==> src/rtl/vga_timing_gen_if.sv <==
// Raster timing bundle driven by vga_timing_gen and consumed by downstream draw stages.
// Every signal is registered at the source, and the bundle has no backpressure.
interface vga_timing_gen_if #(
    parameter int CNT_W  = 11,
    parameter int FCNT_W = 16
);
    logic [CNT_W-1:0]  hcount_out;
    logic [CNT_W-1:0]  vcount_out;
    logic              hs_out;
    logic              vs_out;
    logic              hblnk_out;
    logic              vblnk_out;
    logic [11:0]       rgb_out;
    logic              line_start;
    logic              frame_start;
    logic [FCNT_W-1:0] frame_cnt;

    modport master (
        output hcount_out, vcount_out, hs_out, vs_out, hblnk_out, vblnk_out,
               rgb_out, line_start, frame_start, frame_cnt
    );

    modport slave (
        input  hcount_out, vcount_out, hs_out, vs_out, hblnk_out, vblnk_out,
               rgb_out, line_start, frame_start, frame_cnt
    );
endinterface

==> src/rtl/vga_timing_gen.sv <==
// Parametrised VGA raster timing: counters, sync/blank, strobes and a frame counter, all registered.
// Decodes come from the next-count values, so they line up with the counters. en=0 freezes the block and has no backpressure.
module vga_timing_gen #(
    parameter int          H_ACTIVE = 1024,
    parameter int          H_FP     = 24,
    parameter int          H_SYNC   = 136,
    parameter int          H_BP     = 160,
    parameter int          V_ACTIVE = 768,
    parameter int          V_FP     = 3,
    parameter int          V_SYNC   = 6,
    parameter int          V_BP     = 29,
    parameter bit          HS_POL   = 1'b1,
    parameter bit          VS_POL   = 1'b1,
    parameter int          CNT_W    = 11,
    parameter logic [11:0] BG_RGB   = 12'h88F,
    parameter int          FCNT_W   = 16
) (
    input  logic               pclk,
    input  logic               rst,
    input  logic               en,
    vga_timing_gen_if.master   vga
);
    localparam int H_TOTAL = H_ACTIVE + H_FP + H_SYNC + H_BP;
    localparam int V_TOTAL = V_ACTIVE + V_FP + V_SYNC + V_BP;

    generate
        if ((H_TOTAL > (2 ** CNT_W)) || (V_TOTAL > (2 ** CNT_W))) begin : g_cnt_w_too_small
            $fatal(1, "vga_timing_gen: CNT_W too small for H_TOTAL/V_TOTAL");
        end
    endgenerate

    localparam logic [CNT_W-1:0] H_LAST   = CNT_W'(H_TOTAL - 1);
    localparam logic [CNT_W-1:0] V_LAST   = CNT_W'(V_TOTAL - 1);
    localparam logic [CNT_W-1:0] H_ACT_C  = CNT_W'(H_ACTIVE);
    localparam logic [CNT_W-1:0] V_ACT_C  = CNT_W'(V_ACTIVE);
    localparam logic [CNT_W-1:0] HS_FIRST = CNT_W'(H_ACTIVE + H_FP);
    localparam logic [CNT_W-1:0] HS_LAST  = CNT_W'(H_ACTIVE + H_FP + H_SYNC - 1);
    localparam logic [CNT_W-1:0] VS_FIRST = CNT_W'(V_ACTIVE + V_FP);
    localparam logic [CNT_W-1:0] VS_LAST  = CNT_W'(V_ACTIVE + V_FP + V_SYNC - 1);

    logic [CNT_W-1:0]  hcount_q, hcount_d;
    logic [CNT_W-1:0]  vcount_q, vcount_d;
    logic              hs_q, hs_d;
    logic              vs_q, vs_d;
    logic              hblnk_q, hblnk_d;
    logic              vblnk_q, vblnk_d;
    logic              line_start_q, line_start_d;
    logic              frame_start_q, frame_start_d;
    logic [FCNT_W-1:0] frame_cnt_q, frame_cnt_d;

    logic [CNT_W-1:0]  h_nxt;
    logic [CNT_W-1:0]  v_nxt;
    logic              h_wrap;
    logic              v_wrap;

    always_comb begin
        h_wrap = (hcount_q == H_LAST);
        v_wrap = (vcount_q == V_LAST);
        h_nxt  = h_wrap ? '0 : hcount_q + 1'b1;
        v_nxt  = vcount_q;
        if (h_wrap) begin
            v_nxt = v_wrap ? '0 : vcount_q + 1'b1;
        end
    end

    // Strobes default low so they last exactly one cycle, whatever en does next.
    always_comb begin
        hcount_d      = hcount_q;
        vcount_d      = vcount_q;
        hs_d          = hs_q;
        vs_d          = vs_q;
        hblnk_d       = hblnk_q;
        vblnk_d       = vblnk_q;
        frame_cnt_d   = frame_cnt_q;
        line_start_d  = 1'b0;
        frame_start_d = 1'b0;
        if (en) begin
            hcount_d      = h_nxt;
            vcount_d      = v_nxt;
            hblnk_d       = (h_nxt >= H_ACT_C);
            vblnk_d       = (v_nxt >= V_ACT_C);
            hs_d          = ((h_nxt >= HS_FIRST) && (h_nxt <= HS_LAST)) ? HS_POL : ~HS_POL;
            vs_d          = ((v_nxt >= VS_FIRST) && (v_nxt <= VS_LAST)) ? VS_POL : ~VS_POL;
            line_start_d  = h_wrap;
            frame_start_d = h_wrap && v_wrap;
            if (h_wrap && v_wrap) begin
                frame_cnt_d = frame_cnt_q + 1'b1;
            end
        end
    end

    always_ff @(posedge pclk) begin
        if (rst) begin
            hcount_q      <= '0;
            vcount_q      <= '0;
            hs_q          <= ~HS_POL;
            vs_q          <= ~VS_POL;
            hblnk_q       <= 1'b0;
            vblnk_q       <= 1'b0;
            line_start_q  <= 1'b0;
            frame_start_q <= 1'b0;
            frame_cnt_q   <= '0;
        end else begin
            hcount_q      <= hcount_d;
            vcount_q      <= vcount_d;
            hs_q          <= hs_d;
            vs_q          <= vs_d;
            hblnk_q       <= hblnk_d;
            vblnk_q       <= vblnk_d;
            line_start_q  <= line_start_d;
            frame_start_q <= frame_start_d;
            frame_cnt_q   <= frame_cnt_d;
        end
    end

    assign vga.hcount_out  = hcount_q;
    assign vga.vcount_out  = vcount_q;
    assign vga.hs_out      = hs_q;
    assign vga.vs_out      = vs_q;
    assign vga.hblnk_out   = hblnk_q;
    assign vga.vblnk_out   = vblnk_q;
    assign vga.rgb_out     = BG_RGB;
    assign vga.line_start  = line_start_q;
    assign vga.frame_start = frame_start_q;
    assign vga.frame_cnt   = frame_cnt_q;
endmodule

==> src/flat_wrapper.sv <==
// flat-port wrapper written by rule: the top's interface ports become plain ports
module vga_timing_gen_flat 
#(
    parameter int          H_ACTIVE = 1024,
    parameter int          H_FP     = 24,
    parameter int          H_SYNC   = 136,
    parameter int          H_BP     = 160,
    parameter int          V_ACTIVE = 768,
    parameter int          V_FP     = 3,
    parameter int          V_SYNC   = 6,
    parameter int          V_BP     = 29,
    parameter bit          HS_POL   = 1'b1,
    parameter bit          VS_POL   = 1'b1,
    parameter int          CNT_W    = 11,
    parameter logic [11:0] BG_RGB   = 12'h88F,
    parameter int          FCNT_W   = 16
)
  (pclk, rst, en, vga_hcount_out, vga_vcount_out, vga_hs_out, vga_vs_out, vga_hblnk_out, vga_vblnk_out, vga_rgb_out, vga_line_start, vga_frame_start, vga_frame_cnt);
  vga_timing_gen_if #(.CNT_W(CNT_W), .FCNT_W(FCNT_W)) vga_i ();
  input  logic pclk;
  input  logic rst;
  input  logic en;
  output wire logic [$bits(vga_i.hcount_out)-1:0] vga_hcount_out;
  output wire logic [$bits(vga_i.vcount_out)-1:0] vga_vcount_out;
  output wire logic [$bits(vga_i.hs_out)-1:0] vga_hs_out;
  output wire logic [$bits(vga_i.vs_out)-1:0] vga_vs_out;
  output wire logic [$bits(vga_i.hblnk_out)-1:0] vga_hblnk_out;
  output wire logic [$bits(vga_i.vblnk_out)-1:0] vga_vblnk_out;
  output wire logic [$bits(vga_i.rgb_out)-1:0] vga_rgb_out;
  output wire logic [$bits(vga_i.line_start)-1:0] vga_line_start;
  output wire logic [$bits(vga_i.frame_start)-1:0] vga_frame_start;
  output wire logic [$bits(vga_i.frame_cnt)-1:0] vga_frame_cnt;
  assign vga_hcount_out = vga_i.hcount_out;
  assign vga_vcount_out = vga_i.vcount_out;
  assign vga_hs_out = vga_i.hs_out;
  assign vga_vs_out = vga_i.vs_out;
  assign vga_hblnk_out = vga_i.hblnk_out;
  assign vga_vblnk_out = vga_i.vblnk_out;
  assign vga_rgb_out = vga_i.rgb_out;
  assign vga_line_start = vga_i.line_start;
  assign vga_frame_start = vga_i.frame_start;
  assign vga_frame_cnt = vga_i.frame_cnt;
  vga_timing_gen #(.H_ACTIVE(H_ACTIVE), .H_FP(H_FP), .H_SYNC(H_SYNC), .H_BP(H_BP), .V_ACTIVE(V_ACTIVE), .V_FP(V_FP), .V_SYNC(V_SYNC), .V_BP(V_BP), .HS_POL(HS_POL), .VS_POL(VS_POL), .CNT_W(CNT_W), .BG_RGB(BG_RGB), .FCNT_W(FCNT_W)) u_core (.pclk(pclk), .rst(rst), .en(en), .vga(vga_i));
endmodule
==> config.mk <==
export PLATFORM = sky130hd
export DESIGN_NAME = vga_timing_gen_flat
export DESIGN_NICKNAME = d
export VERILOG_FILES = /design/src/rtl/vga_timing_gen_if.sv /design/src/rtl/vga_timing_gen.sv /design/src/flat_wrapper.sv
export SDC_FILE = /design/constraint.sdc
export NUM_CORES = 1
export LEC_CHECK = 0
export ABC_CLOCK_PERIOD_IN_PS = 4100
export BUFFER_PORTS_ARGS = -buffer_cell sky130_fd_sc_hd__buf_4
export CAP_MARGIN = 10
export CORE_MARGIN = 4
export CORE_UTILIZATION = 58
export DETAILED_ROUTE_END_ITERATION = 8
export GPL_ROUTABILITY_DRIVEN = 0
export PLACE_DENSITY = 0.85
export SETUP_SLACK_MARGIN = 0.05
export SLEW_MARGIN = 10
export SYNTH_ARGS = -nofsm -noshare
export SYNTH_HDL_FRONTEND = slang
export SYNTH_SLANG_ARGS = --single-unit
==> constraint.sdc <==
create_clock -name pclk -period 4.1 [get_ports pclk]
set_input_delay 0.41 -clock pclk [delete_from_list [all_inputs] [get_ports pclk]]
set_output_delay 0.41 -clock pclk [all_outputs]
set_load 0.005 [all_outputs]
==> results of run 1 <==
## through the flow
stage	worst slack, ns	utilization	hold slack [ns]	total power, uW	cells
global placement	1.75	0.657	0.455	483	409
floorplan	1.89	-	0.461	479	346
CTS	1.66	0.679	0.468	773	417
finish	1.64	0.679	0.487	767	417
global route	1.42	0.679	0.491	797	417
detailed placement	1.68	0.657	0.466	484	409
## layout by cell type, fill, tap and decap left out, types with 12 or more instances in the layout
cell                      synthesis  routed
sky130_fd_sc_hd__nand2_1         24      24
sky130_fd_sc_hd__o21ai_0         16      16
sky130_fd_sc_hd__buf_4           14      46
sky130_fd_sc_hd__dfxtp_1         44      44
sky130_fd_sc_hd__nor3_1          16      16
sky130_fd_sc_hd__nor2_1          49      49
sky130_fd_sc_hd__a21oi_1         21      21
sky130_fd_sc_hd__nand3_1         12      12
sky130_fd_sc_hd__conb_1           2      12
## layer usage
metal | track usage | up-vias | part of all wire
met1 | 0.307 | 1162 | 0.44
met2 | 0.348 | 97 | 0.48
li1 | - | 1227 | -
met5 | 0 | - | 0
met3 | 0.0449 | 11 | 0.069
met4 | 0.0738 | 0 | 0.013
## registers in the layout, indices dropped and copies added (netlist names)
signal                  flops
u_core.vga.line_start       1
u_core.vga.hcount_out      11
u_core.vga.vs_out           1
u_core.vga.vblnk_out        1
u_core.vga.frame_start      1
u_core.vga.frame_cnt       16
u_core.vga.hs_out           1
u_core.vga.vcount_out      11
u_core.vga.hblnk_out        1
## layout make-up
class	instances	area, sq um	area share
Clock buffer	6	82.6	0.0277
Clock inverter	2	15.0	0.00504
Inverter	5	18.8	0.00630
Multi-Input combinational cell	262	1570	0.527
Sequential cell	44	881	0.296
Tap cell	52	65.1	0.0218
Timing Repair Buffer	46	345	0.116
## synth_stat cells (4+ instances only)
library cell,instances,area [sq um]
sky130_fd_sc_hd__nand4_1,11,68.8
sky130_fd_sc_hd__or3_1,5,31.3
sky130_fd_sc_hd__xnor2_1,11,96.3
sky130_fd_sc_hd__nor3_1,16,80.1
sky130_fd_sc_hd__a211oi_1,8,60.1
sky130_fd_sc_hd__nand3_1,12,60.1
sky130_fd_sc_hd__inv_1,5,18.8
sky130_fd_sc_hd__ha_1,5,62.6
sky130_fd_sc_hd__nor4_1,4,25.0
sky130_fd_sc_hd__a21oi_1,21,105
sky130_fd_sc_hd__nor2_1,49,184
sky130_fd_sc_hd__clkbuf_1,11,41.3
sky130_fd_sc_hd__buf_4,14,105
sky130_fd_sc_hd__mux2i_1,4,40.0
sky130_fd_sc_hd__o21ai_0,16,80.1
sky130_fd_sc_hd__xor2_1,11,96.3
sky130_fd_sc_hd__buf_2,8,40.0
sky130_fd_sc_hd__dfxtp_1,44,881
sky130_fd_sc_hd__nand2_1,24,90.1
sky130_fd_sc_hd__and3_1,10,62.6
## path summary, 6_finish.rpt
check                                                            from                                     to  slack, ns  cells after the start
worst min register to register         u_core.vga.hs_out$_SDFFE_PP0P_         u_core.vga.hs_out$_SDFFE_PP0P_       0.49                      1
worst max-delay path            u_core.vga.hcount_out[0]$_SDFFE_PP0P_         u_core.vga.vs_out$_SDFFE_PP0P_       1.64                      7
worst max register to register  u_core.vga.hcount_out[0]$_SDFFE_PP0P_         u_core.vga.vs_out$_SDFFE_PP0P_       1.64                      7
worst min-delay path                                               en  u_core.vga.hcount_out[1]$_SDFFE_PP0P_       0.49                      2
## logic make-up (layout without fill, tap and decap cells)
family | count (synthesis) | in the layout | share of synthesized area
xor+xnor | 22 | 22 | 0.0733
mux | 5 | 5 | 0.0195
other cells | 2 | 12 | 0.00286
fa+ha+maj | 5 | 5 | 0.0238
compound gates | 60 | 60 | 0.140
flops | 44 | 44 | 0.335
simple gates | 158 | 158 | 0.324
buf+inv | 40 | 59 | 0.0819
## power by group through the flow
stage	clock network, uW	logic [uW]	registers, uW
finish	292	35.5	439
floorplan	0	32.1	447
detailed placement	0	35.3	449
CTS	299	35.3	439
global placement	0	34.7	448
global route	317	40.3	440
==> impl.org, run 1 <==
** Routing
- After detailed routing, the number of vias per cell comes to 5.99.
- Vias :: 2497
- For this run, design rule violations remaining after detail routing come to 0.
- After detailed routing, the average wire length per cell comes to 14.7 microns.
- The first detailed-routing pass ran for 5 iterations.
- For this block, the routed nets add up to 6120 microns of wire.
- Number of nets with antenna violations after detailed routing :: 0
- The detailed router finished its first iteration with 254 violations.

** Hold path
- The worst hold path belongs to the class input port to flip-flop.

** Floorplanning
- In this run the vertical extent of the chip is 75.3 microns.
- The total area inside the core boundary comes to 4380 sq um.
- 59 I/O pins were placed.
- The die covers 5670 sq um.
- Cell row count :: 24
- Initial core utilization :: 0.600
- In this run the horizontal extent of the chip is 75.3 microns.

** Setup path
- The worst setup path is launched from a flip-flop.
- By startpoint and endpoint, the worst setup path is classified as flip-flop to flip-flop.
- The worst setup path is captured at a flip-flop.
- Slowest cell on the critical path :: sky130_fd_sc_hd__dfxtp_1
- The kind of cell with the highest combined delay along the critical path is simple AND/OR/NAND/NOR gates.
- In this design, the critical path's most frequently occurring cell is sky130_fd_sc_hd__mux2i_1.
- Arrival @ worst endpoint :: 2.65 ns
- Traced cell by cell, the critical path runs through ha_1 -> and4_4 -> and4_1 -> nand4_1 -> mux2i_1 -> mux2i_1 -> a32o_1.
- Crit-path max FO :: 11
- The largest single stage delay on the critical path is 0.47 ns.
- The number of buffers and inverters on the critical path is 0.
- STA puts the critical path data required time at 4.29 ns.

** Pwr
- The share of total power dissipated in the clock network is 0.381.
- Of the total power, combinational logic draws 0.046.
- The worst-case IR drop observed on VDD is 0.192 mV.
- Power per cell area :: 258 nW/um^2
- Leakage power figure :: 0.00115 uW
- The internal power of the cells totals 581 uW.
- Of the total power, registers draw 0.572.
- In this run the power spent charging and discharging nets is 186 uW.
- Of the total power, the share spent switching nets is 0.243.

** Global route
- Number of antenna violations at the first check in global routing :: 0
- The first global-routing pass estimated 9870 microns of wire.
- Number of global-route vias before repair :: 2064
- Overflow left after global routing :: 0
- For this run, the total global-route usage over all layers was measured as 0.222.
- Pin count of the biggest net entering global routing :: 46

** Clocking
- Clock Latency Late Sink :: 0.30 ns
- Buffer cell driving the clock tree root :: sky130_fd_sc_hd__clkbuf_8
- The number of hold buffers added after CTS was 0.
- Post-CTS timing repair inserted 0 buffers for setup.
- Clock buffer count from CTS :: 5
- Clk buf depth :: 2
- Clock-pin slew was measured on the worst setup and hold paths at 0.09 ns.
- CTS built an H-tree with a depth of 2.
- Count of clock tree sinks :: 44
- Number of instances resized during post-cts repair :: 0
- TritonCTS built the clock tree.

** Yosys
- Summing every instance area after synthesis gives 2630 sq um.
- Most used flip-flop cell after synthesis :: sky130_fd_sc_hd__dfxtp_1
- Averaged over all synthesized cells, the footprint is 7.82 sq um.
- Number of distinct standard cells referenced by the synthesized netlist :: 51
- Yosys mapped a number of flops with a built-in enable equal to 0.
- Yosys warning count :: 0
- Sequential cell area fraction in the yosys report :: 0.335
- Synthesis inferred 44 register bits.
- Synthesized instance count :: 336
- In the synthesized netlist the async set-or-reset flop fraction comes to 0.

** Placement
- Detailed placement finished with a half-perimeter wire length of 4310 microns.
- Post-placement cell area :: 2880 sq um
- Buffers placed on the I/O ports in this run total 46.

** Timing
- Adding up every negative setup slack in the final design gives 0 ns.
- Headroom to the max-slew limit came out at 0.653.
- Dividing the final minimum period by the clock period gives 0.599.
- On the final layout, the worst clock skew is 0.00624 ns.
- Setup violations remaining at the end of the flow were counted as 0.
- Setup repair after global routing left no endpoint under its margin.
- Highest clock frequency the design can meet :: 407 MHz
- Fin crit period :: 2.46 ns
- The max-slew violation total from the final report is 0.
- The count of final hold-check violations is 0.
- Slew at the pin closest to its max-slew limit :: 0.519 ns

** Layout
- Relative to the synthesized area, the layout overhead comes to 13.3%.
- Net total in the final layout :: 372
- Fill cells in the final layout number 371.
- In the final layout, the share of cells above drive strength 1 is 0.184.
- Antenna Diode Count :: 0
- After routing the design area is 2980 sq um.

** Flow run
- MaxCap Viol Count :: 0

** Outcome
- The flow ran to the end, and the final reports show no timing, DRC or antenna violations.
No activity file was read; power rests on OpenSTA's default activity.
==> inputs of run 2 (changes only) <==
Settings changed: ABC_CLOCK_PERIOD_IN_PS 4100 to 2200, CORE_UTILIZATION 58 to 49, PLACE_DENSITY 0.85 to 0.76.
Clock period 4.1 ns to 2.2 ns, I/O delays scaled along.
==> run 2 against run 1 <==
Net effect:
- via count rose by 2.4%
- worst hold slack got worse by 0.20 ns
- critical path depth is 1 higher
- cell count grew 12%
==> impl.org, run 2 (synthesis gave the netlist of run 1 again) <==
** Clocking
- Clock buffer count from CTS :: 5 (unchanged)
- The clock insertion delay at the later pin of the skew report came to 0.30 ns (about the same).
- Count of clock tree sinks :: 44 (unchanged)
- The depth of the CTS H-tree is 2 (unchanged).
- The post-cts hold buffer count came to 0 (unchanged).
- Buffer cell driving the clock tree root :: sky130_fd_sc_hd__clkbuf_8
- Clock tree from TritonCTS :: built
- The maximum clock insertion buffer count is 2 (unchanged).
- Clock Pin Slew Worst Setup and Hold Paths :: 0.09 ns (about the same)

** Floorplanning
- Cell row count :: 26 (+8.3%)
- The area inside the core boundary came to 5140 sq um (+17%).
- Die Outline Area :: 6600 sq um (+16%)
- The die width was 81.2 microns (+7.9%).
- Initial core utilization :: 0.511 (-0.0882)
- Die Y :: 81.2 microns (+7.9%)
- I/O pin total :: 59 (unchanged)

** Timing
- The maximum achievable frequency was 483 MHz (+19%).
- The share of the clock period used by the worst path after layout came to 0.942 (+0.343).
- Final setup violation count :: 0 (unchanged)
- The final sum of negative setup slack is 0 ns (unchanged).
- The setup skew after layout is 0.00820 ns (+0.00196 ns).
- The worst setup margin came to 0.128 ns (-1.52 ns).
- RSZ-0062 raised after global routing :: true
- The time the final worst path needs with I/O delays and setup came to 2.07 ns (-0.385 ns).
- Final max-slew violation count :: 0 (unchanged)
- Final hold viol count :: 0 (unchanged)

** Routing
- The vias after detailed routing is 2556 (+2.4%).
- The number of iterations in the first detailed-routing pass was 4 (-1).
- The detailed-route vias per instance came to 5.46 (-8.8%).
- The wire length per cell came to 14.0 microns (-4.3%).
- Number of remaining DRC errors :: 0 (unchanged)
- Number of DRC markers after the initial detailed-route iteration :: 199 (-22%)
- The routed wire length is 6570 microns (+7.4%).
- The number of antenna-violating nets in the routed design came to 0 (unchanged).

** Setup path
- By startpoint and endpoint, the worst setup path is classified as flip-flop to flip-flop.
- The worst setup path is captured at a flip-flop.
- Required time worst endpoint :: 2.40 ns (-1.89 ns)
- The signal arrival time at the worst endpoint came to 2.28 ns (-0.37 ns).
- Reg-to-reg setup timing slack :: 0.13 ns (-1.52 ns)
- Critical path buffer and inverter count :: 2 (+2)
- STA classifies the critical path startpoint as a flip-flop.
- The peak fanout along the critical path is 4 (-7).
- On the critical path, the stage with the largest delay is an instance of sky130_fd_sc_hd__or4b_2.
- The signal on the critical path passes through buf_6 -> buf_4 -> or4b_2 -> o21ai_1 -> a21oi_1 -> nor3b_2 -> nor4_1 -> a32o_1.
- Crit-path max cell delay :: 0.66 ns (+0.19 ns)
- CP top delay family :: simple AND/OR/NAND/NOR gates

** Outcome
- The run finished with clean final reports.

** Layout
- The final net count came to 405 (+8.9%).
- Layout cells sized above 1 :: 0.286 (+0.103)
- The number of flip-flops under the largest register name is 16 (unchanged).
- The number of diodes is 0 (unchanged).
- From synthesis to final layout, the design area changed by 26.8%.
- Most frequent cells in the layout :: 77 x sky130_fd_sc_hd__buf_4, 49 x sky130_fd_sc_hd__nor2_1, 41 x sky130_fd_sc_hd__dfxtp_1
- The post-layout utilization of the core is 0.649 (-0.0305).
- The library cell used most frequently in the layout, excluding fill and tap cells, is sky130_fd_sc_hd__buf_4.

** Global route
- Overflow left after global routing :: 0 (unchanged)
- Number of antenna violations at the first check in global routing :: 0 (unchanged)
- The pin count of the biggest net entering global routing came to 46 (unchanged).
- Number of global-route vias before repair :: 2278 (+10%)
- The wire length of the first global-routing pass came to 10500 microns (+6.8%).
- The total global routing track utilization is 0.203 (-0.0195).

** Pwr
- Leakage power figure :: 0.00138 uW (+19%)
- The peak ir drop on the vdd network is 0.284 mV (+48%).
- The post-route total power is 1450 uW (+89%).
- Power per cell area :: 435 nW/um^2 (+69%)

** Placement
- PortBufs :: 46 (unchanged)
- The post-placement setup slack came to 0.0264 ns (-1.66 ns).
- Final HPWL from detailed placement :: 4760 microns (+10%)

** Flow run
- MaxCap Viol Count :: 0 (unchanged)

** Hold path
- Worst min-delay path class :: input port to flip-flop
-- run 2: changes by cell type in the layout (fill, tap and decap cells not counted), sizes merged --
cell,change
buf,+33
-- run 2: power by group --
part	switching [uW]	internal (uW)
Combinational	53.2	38.9
Clock	291	254
Sequential	9.26	804
-- run 2: worst paths after layout --
check / startpoint / depth (start not counted) / endpoint
setup / recovery: u_core.vga.hcount_out[0]$_SDFFE_PP0P_ / 8 / u_core.vga.hs_out$_SDFFE_PP0P_
hold / removal: en / 2 / u_core.vga.hcount_out[1]$_SDFFE_PP0P_
setup reg to reg: u_core.vga.hcount_out[0]$_SDFFE_PP0P_ / 8 / u_core.vga.hs_out$_SDFFE_PP0P_
hold reg to reg: u_core.vga.hblnk_out$_SDFFE_PP0P_ / 2 / u_core.vga.hblnk_out$_SDFFE_PP0P_
-- run 2: layout make-up --
class                           count  area, sq um
Clock buffer                        6         82.6
Clock inverter                      2         15.0
Fill cell                         467         1810
Inverter                            5         18.8
Multi-Input combinational cell    262         1650
Sequential cell                    44          885
Tap cell                           70         87.6
Timing Repair Buffer               79          601
-- run 2: per-layer routing --
metal,GRT usage,share of wire
met5,0,0
met2,0.338,0.49
met4,0.0726,0.017
met3,0.0466,0.053
met1,0.254,0.44
-- run 2: repair_timing --
action / CTS / global route
setup endpoints to repair: 2 / 21
cloned: 0 / 0
pin swaps: 0 / 12
resized for setup: 2 / 19
buffers inserted: 0 / 4
-- run 2: stage by stage --
stage / cell area, sq um / hold WS [ns] / std cells
finish: 3330 / 0.288 / 468
global route: 3330 / 0.289 / 468
CTS: 3220 / 0.267 / 464
detailed placement: 3120 / 0.459 / 456
global placement: 3120 / 0.457 / 456
floorplan: 2670 / 0.443 / 346
==> inputs of run 3 (changes only) <==
Settings changed: ABC_CLOCK_PERIOD_IN_PS 2200 to 2700, CELL_PAD_IN_SITES_DETAIL_PLACEMENT set to 1, CELL_PAD_IN_SITES_GLOBAL_PLACEMENT set to 1, CORE_UTILIZATION 49 to 44, CTS_BUF_LIST set to sky130_fd_sc_hd__clkbuf_2, PLACE_DENSITY 0.76 to 0.88.
Clock period 2.2 ns to 2.7 ns, I/O delays scaled along.
==> run 3 against run 2 <==
Net effect:
- cell count shrank 4.9%
- maximum frequency shrank 14%
- sequential share of layout area grew 2.7 points
- largest cell class unchanged
- worst setup slack gained 0.16 ns
- highest routed layer unchanged
- non-clock buffer count shrank 25
- critical path type unchanged
- register-to-register slack gained 0.16 ns
- clock-buffer cell count shrank 1
==> impl.org, run 3 (synthesis gave the netlist of run 1 again) <==
** Floorplanning
- The row count was 27 (+3.8%).
- The initial cell density of the core is 0.466 (-0.0455).
- Die Y :: 85.3 microns (+5.0%)
- Horiz. Die Dim :: 85.3 microns (+5.0%)
- The area of the die is 7280 sq um (+10%).
- The area inside the core boundary was 5640 sq um (+9.8%).
- The total I/O pin count came to 59 (unchanged).

** Timing
- The share of the clock period used by the worst path after layout is 0.892 (-0.0503).
- The final sum of negative setup slack came to 0 ns (unchanged).
- The setup skew after layout is 0.0129 ns (+0.00466 ns).
- The count of final hold-check violations is 0 (unchanged).
- Slew at the pin closest to its max-slew limit :: 0.508 ns
- Final max-slew violation count :: 0 (unchanged)
- Max-slew headroom at the worst pin :: 0.661
- Setup repair after global routing left no endpoint under its margin.
- The time the final worst path needs with I/O delays and setup is 2.41 ns (+0.335 ns).
- Highest clock frequency the design can meet :: 415 MHz (-14%)
- Final setup violation count :: 0 (unchanged)

** Pwr
- Clock share of power :: 0.282 (-0.094)
- The peak ir drop on the vdd network is 0.212 mV (-25%).
- Power per cell area :: 336 nW/um^2 (-23%)
- Switching pwr :: 276 uW (-22%)
- The switching part of the total came to 0.272 (+0.0286).
- The logic gate share of total power came to 0.058 (-0.005).
- The sequential share of power was 0.660 (+0.099).
- Leakage power figure :: 0.00118 uW (-14%)
- The internal portion of total power was 739 uW (-33%).

** Placement
- Post-placement cell area :: 2970 sq um (-5.0%)
- Final HPWL from detailed placement :: 5390 microns (+13%)
- PortBufs :: 46 (unchanged)

** Global route
- The aggregate global routing overflow was 0 (unchanged).
- The total global routing track utilization came to 0.204 (+0.00166).
- The initial antenna violation count came to 0 (unchanged).
- Pin count of the biggest net entering global routing :: 46 (unchanged)
- Number of global-route vias before repair :: 2472 (+8.5%)
- The wire length of the first global-routing pass was 12300 microns (+17%).

** Clocking
- The depth of the CTS H-tree is 2 (unchanged).
- Number of instances resized during post-cts repair :: 0 (-2)
- The count of buffers added by post-CTS timing repair for setup came to 0 (unchanged).
- Buffer cell driving the clock tree root :: sky130_fd_sc_hd__clkbuf_2
- The post-CTS clock slew at the launch and capture registers of the worst setup and hold paths is 0.24 ns (+0.15 ns).
- Clock buffer count from CTS :: 5 (unchanged)
- TritonCTS built the clock tree.
- The maximum clock insertion buffer count came to 2 (unchanged).
- Clock Latency Late Sink :: 0.41 ns (+0.11 ns)
- Count of clock tree sinks :: 44 (unchanged)
- Number of buffers inserted for hold repair after clock tree synthesis :: 0 (unchanged)

** Setup path
- Reg-to-reg setup timing slack :: 0.29 ns (+0.16 ns)
- Crit-path max FO :: 15 (+11)
- The largest individual stage delay along the critical path comes from the cell sky130_fd_sc_hd__or4_1.
- The critical path data required time came to 3.06 ns (+0.66 ns).
- Crit-path max cell delay :: 0.55 ns (-0.11 ns)
- Grouping stages by cell kind, the critical path spends the most delay in simple AND/OR/NAND/NOR gates.
- The signal arrival time at the worst endpoint is 2.76 ns (+0.48 ns).
- Walking the worst path, the cells encountered are ha_2 -> nand4_1 -> nor3_4 -> nand2_2 -> or4_1 -> a21oi_1.
- STA classifies the critical path startpoint as a flip-flop.
- Crit Path Class :: flip-flop to flip-flop
- Critical path buffer and inverter count :: 0 (-2)
- The worst setup path is captured at a flip-flop.

** Flow run
- The count of maximum capacitance violations was 0 (unchanged).

** Outcome
- The flow ran to the end, and the final reports show no timing, DRC or antenna violations.

** Layout
- Final cell area excluding filler cells :: 3020 sq um (-9.5%)
- The number of diodes is 0 (unchanged).
- The ratio of cells with drive above 1 in the final layout is 0.204 (-0.0827).
- Relative to the synthesized area, the layout overhead comes to 14.9%.
- Most frequent standard cell in the layout excluding fill and tap cells :: sky130_fd_sc_hd__buf_4
- Most frequent cells in the layout :: 54 x sky130_fd_sc_hd__buf_4, 49 x sky130_fd_sc_hd__nor2_1, 43 x sky130_fd_sc_hd__dfxtp_1
- Number of flip-flops in the largest register :: 16 (unchanged)
- The final net count came to 380 (-6.2%).

** Routing
- Average routed wire per standard cell :: 17.0 microns (+21%)
- The routed wire length was 7550 microns (+15%).
- The post-route DRC violation count is 0 (unchanged).
- Number of DRC markers after the initial detailed-route iteration :: 151 (-24%)
- Router iterations before antenna repair :: 4 (unchanged)
- The detailed-route vias per instance was 5.77 (+5.6%).
- The vias after detailed routing is 2567 (+0.43%).
- Number of nets with antenna violations after detailed routing :: 0 (unchanged)

** Hold path
- The path class of the tightest hold or removal check is input port to flip-flop.
==> run 3: cell count changes in the layout (fill, tap and decap cells not counted), moves of 2 or more <==
cell	previous run	this run
sky130_fd_sc_hd__buf_4	77	54
sky130_fd_sc_hd__buf_6	2	0
sky130_fd_sc_hd__dfxtp_1	41	43
sky130_fd_sc_hd__clkbuf_8	6	0
sky130_fd_sc_hd__nor3_1	13	16
sky130_fd_sc_hd__clkbuf_2	0	5
sky130_fd_sc_hd__dfxtp_2	3	1
sky130_fd_sc_hd__ha_4	2	0
sky130_fd_sc_hd__and4_1	1	3
sky130_fd_sc_hd__nor3_2	2	0
==> run 3: metal layers <==
layer | GRT usage | vias up | wire length [microns]
met5 | 0 | - | 0
met4 | 0.0345 | 0 | 52
met3 | 0.0301 | 6 | 343
met2 | 0.356 | 66 | 3790
met1 | 0.270 | 1253 | 3360
li1 | - | 1242 | -
==> run 3: path summary, 6_finish.rpt <==
| kind | startpoint | endpoint | cells after the start |
|---|---|---|---|
| worst min-delay path | en | u_core.vga.hcount_out[1]$_SDFFE_PP0P_ | 2 |
| worst max-delay path | u_core.vga.hcount_out[1]$_SDFFE_PP0P_ | u_core.vga.vcount_out[8]$_SDFFE_PP0P_ | 6 |
| worst max register to register | u_core.vga.hcount_out[1]$_SDFFE_PP0P_ | u_core.vga.vcount_out[8]$_SDFFE_PP0P_ | 6 |
| worst min register to register | u_core.vga.hblnk_out$_SDFFE_PP0P_ | u_core.vga.hblnk_out$_SDFFE_PP0P_ | 2 |
==> run 3: area by class of cell <==
class	count	area (sq um)
Tap cell	72	90.1
Sequential cell	44	882
Clock inverter	3	18.8
Fill cell	709	2620
Clock buffer	5	25.0
Multi-Input combinational cell	262	1580
Inverter	5	18.8
Timing Repair Buffer	54	405
==> run 3: power by group through the flow <==
stage / logic, uW / clock network (uW) / registers, uW
after CTS: 57.2 / 297 / 670
after floorplan: 48.7 / 0 / 678
after global placement: 54.9 / 0 / 681
after detailed placement: 56.7 / 0 / 682
after global routing: 65.4 / 320 / 672
final: 58.8 / 287 / 670
==> run 3: worst reg2reg max path: cells and delay by family, from the launching register on <==
kind | cells | cell delay (ns)
simple gates | 4 | 1.38
fa+ha+maj | 1 | 0.32
flops | 1 | 0.51
compound gates | 1 | 0.14
==> run 3: per-stage QoR <==
stage	worst slack [ns]	utilization	total power [uW]	hold slack [ns]	std cells
floorplan	0.488	-	727	0.461	346
global placement	0.370	0.526	736	0.455	437
detailed placement	0.247	0.526	738	0.468	437
CTS	0.138	0.533	1020	0.200	445
global route	0.0900	0.535	1060	0.199	445
finish	0.293	0.535	1020	0.219	445
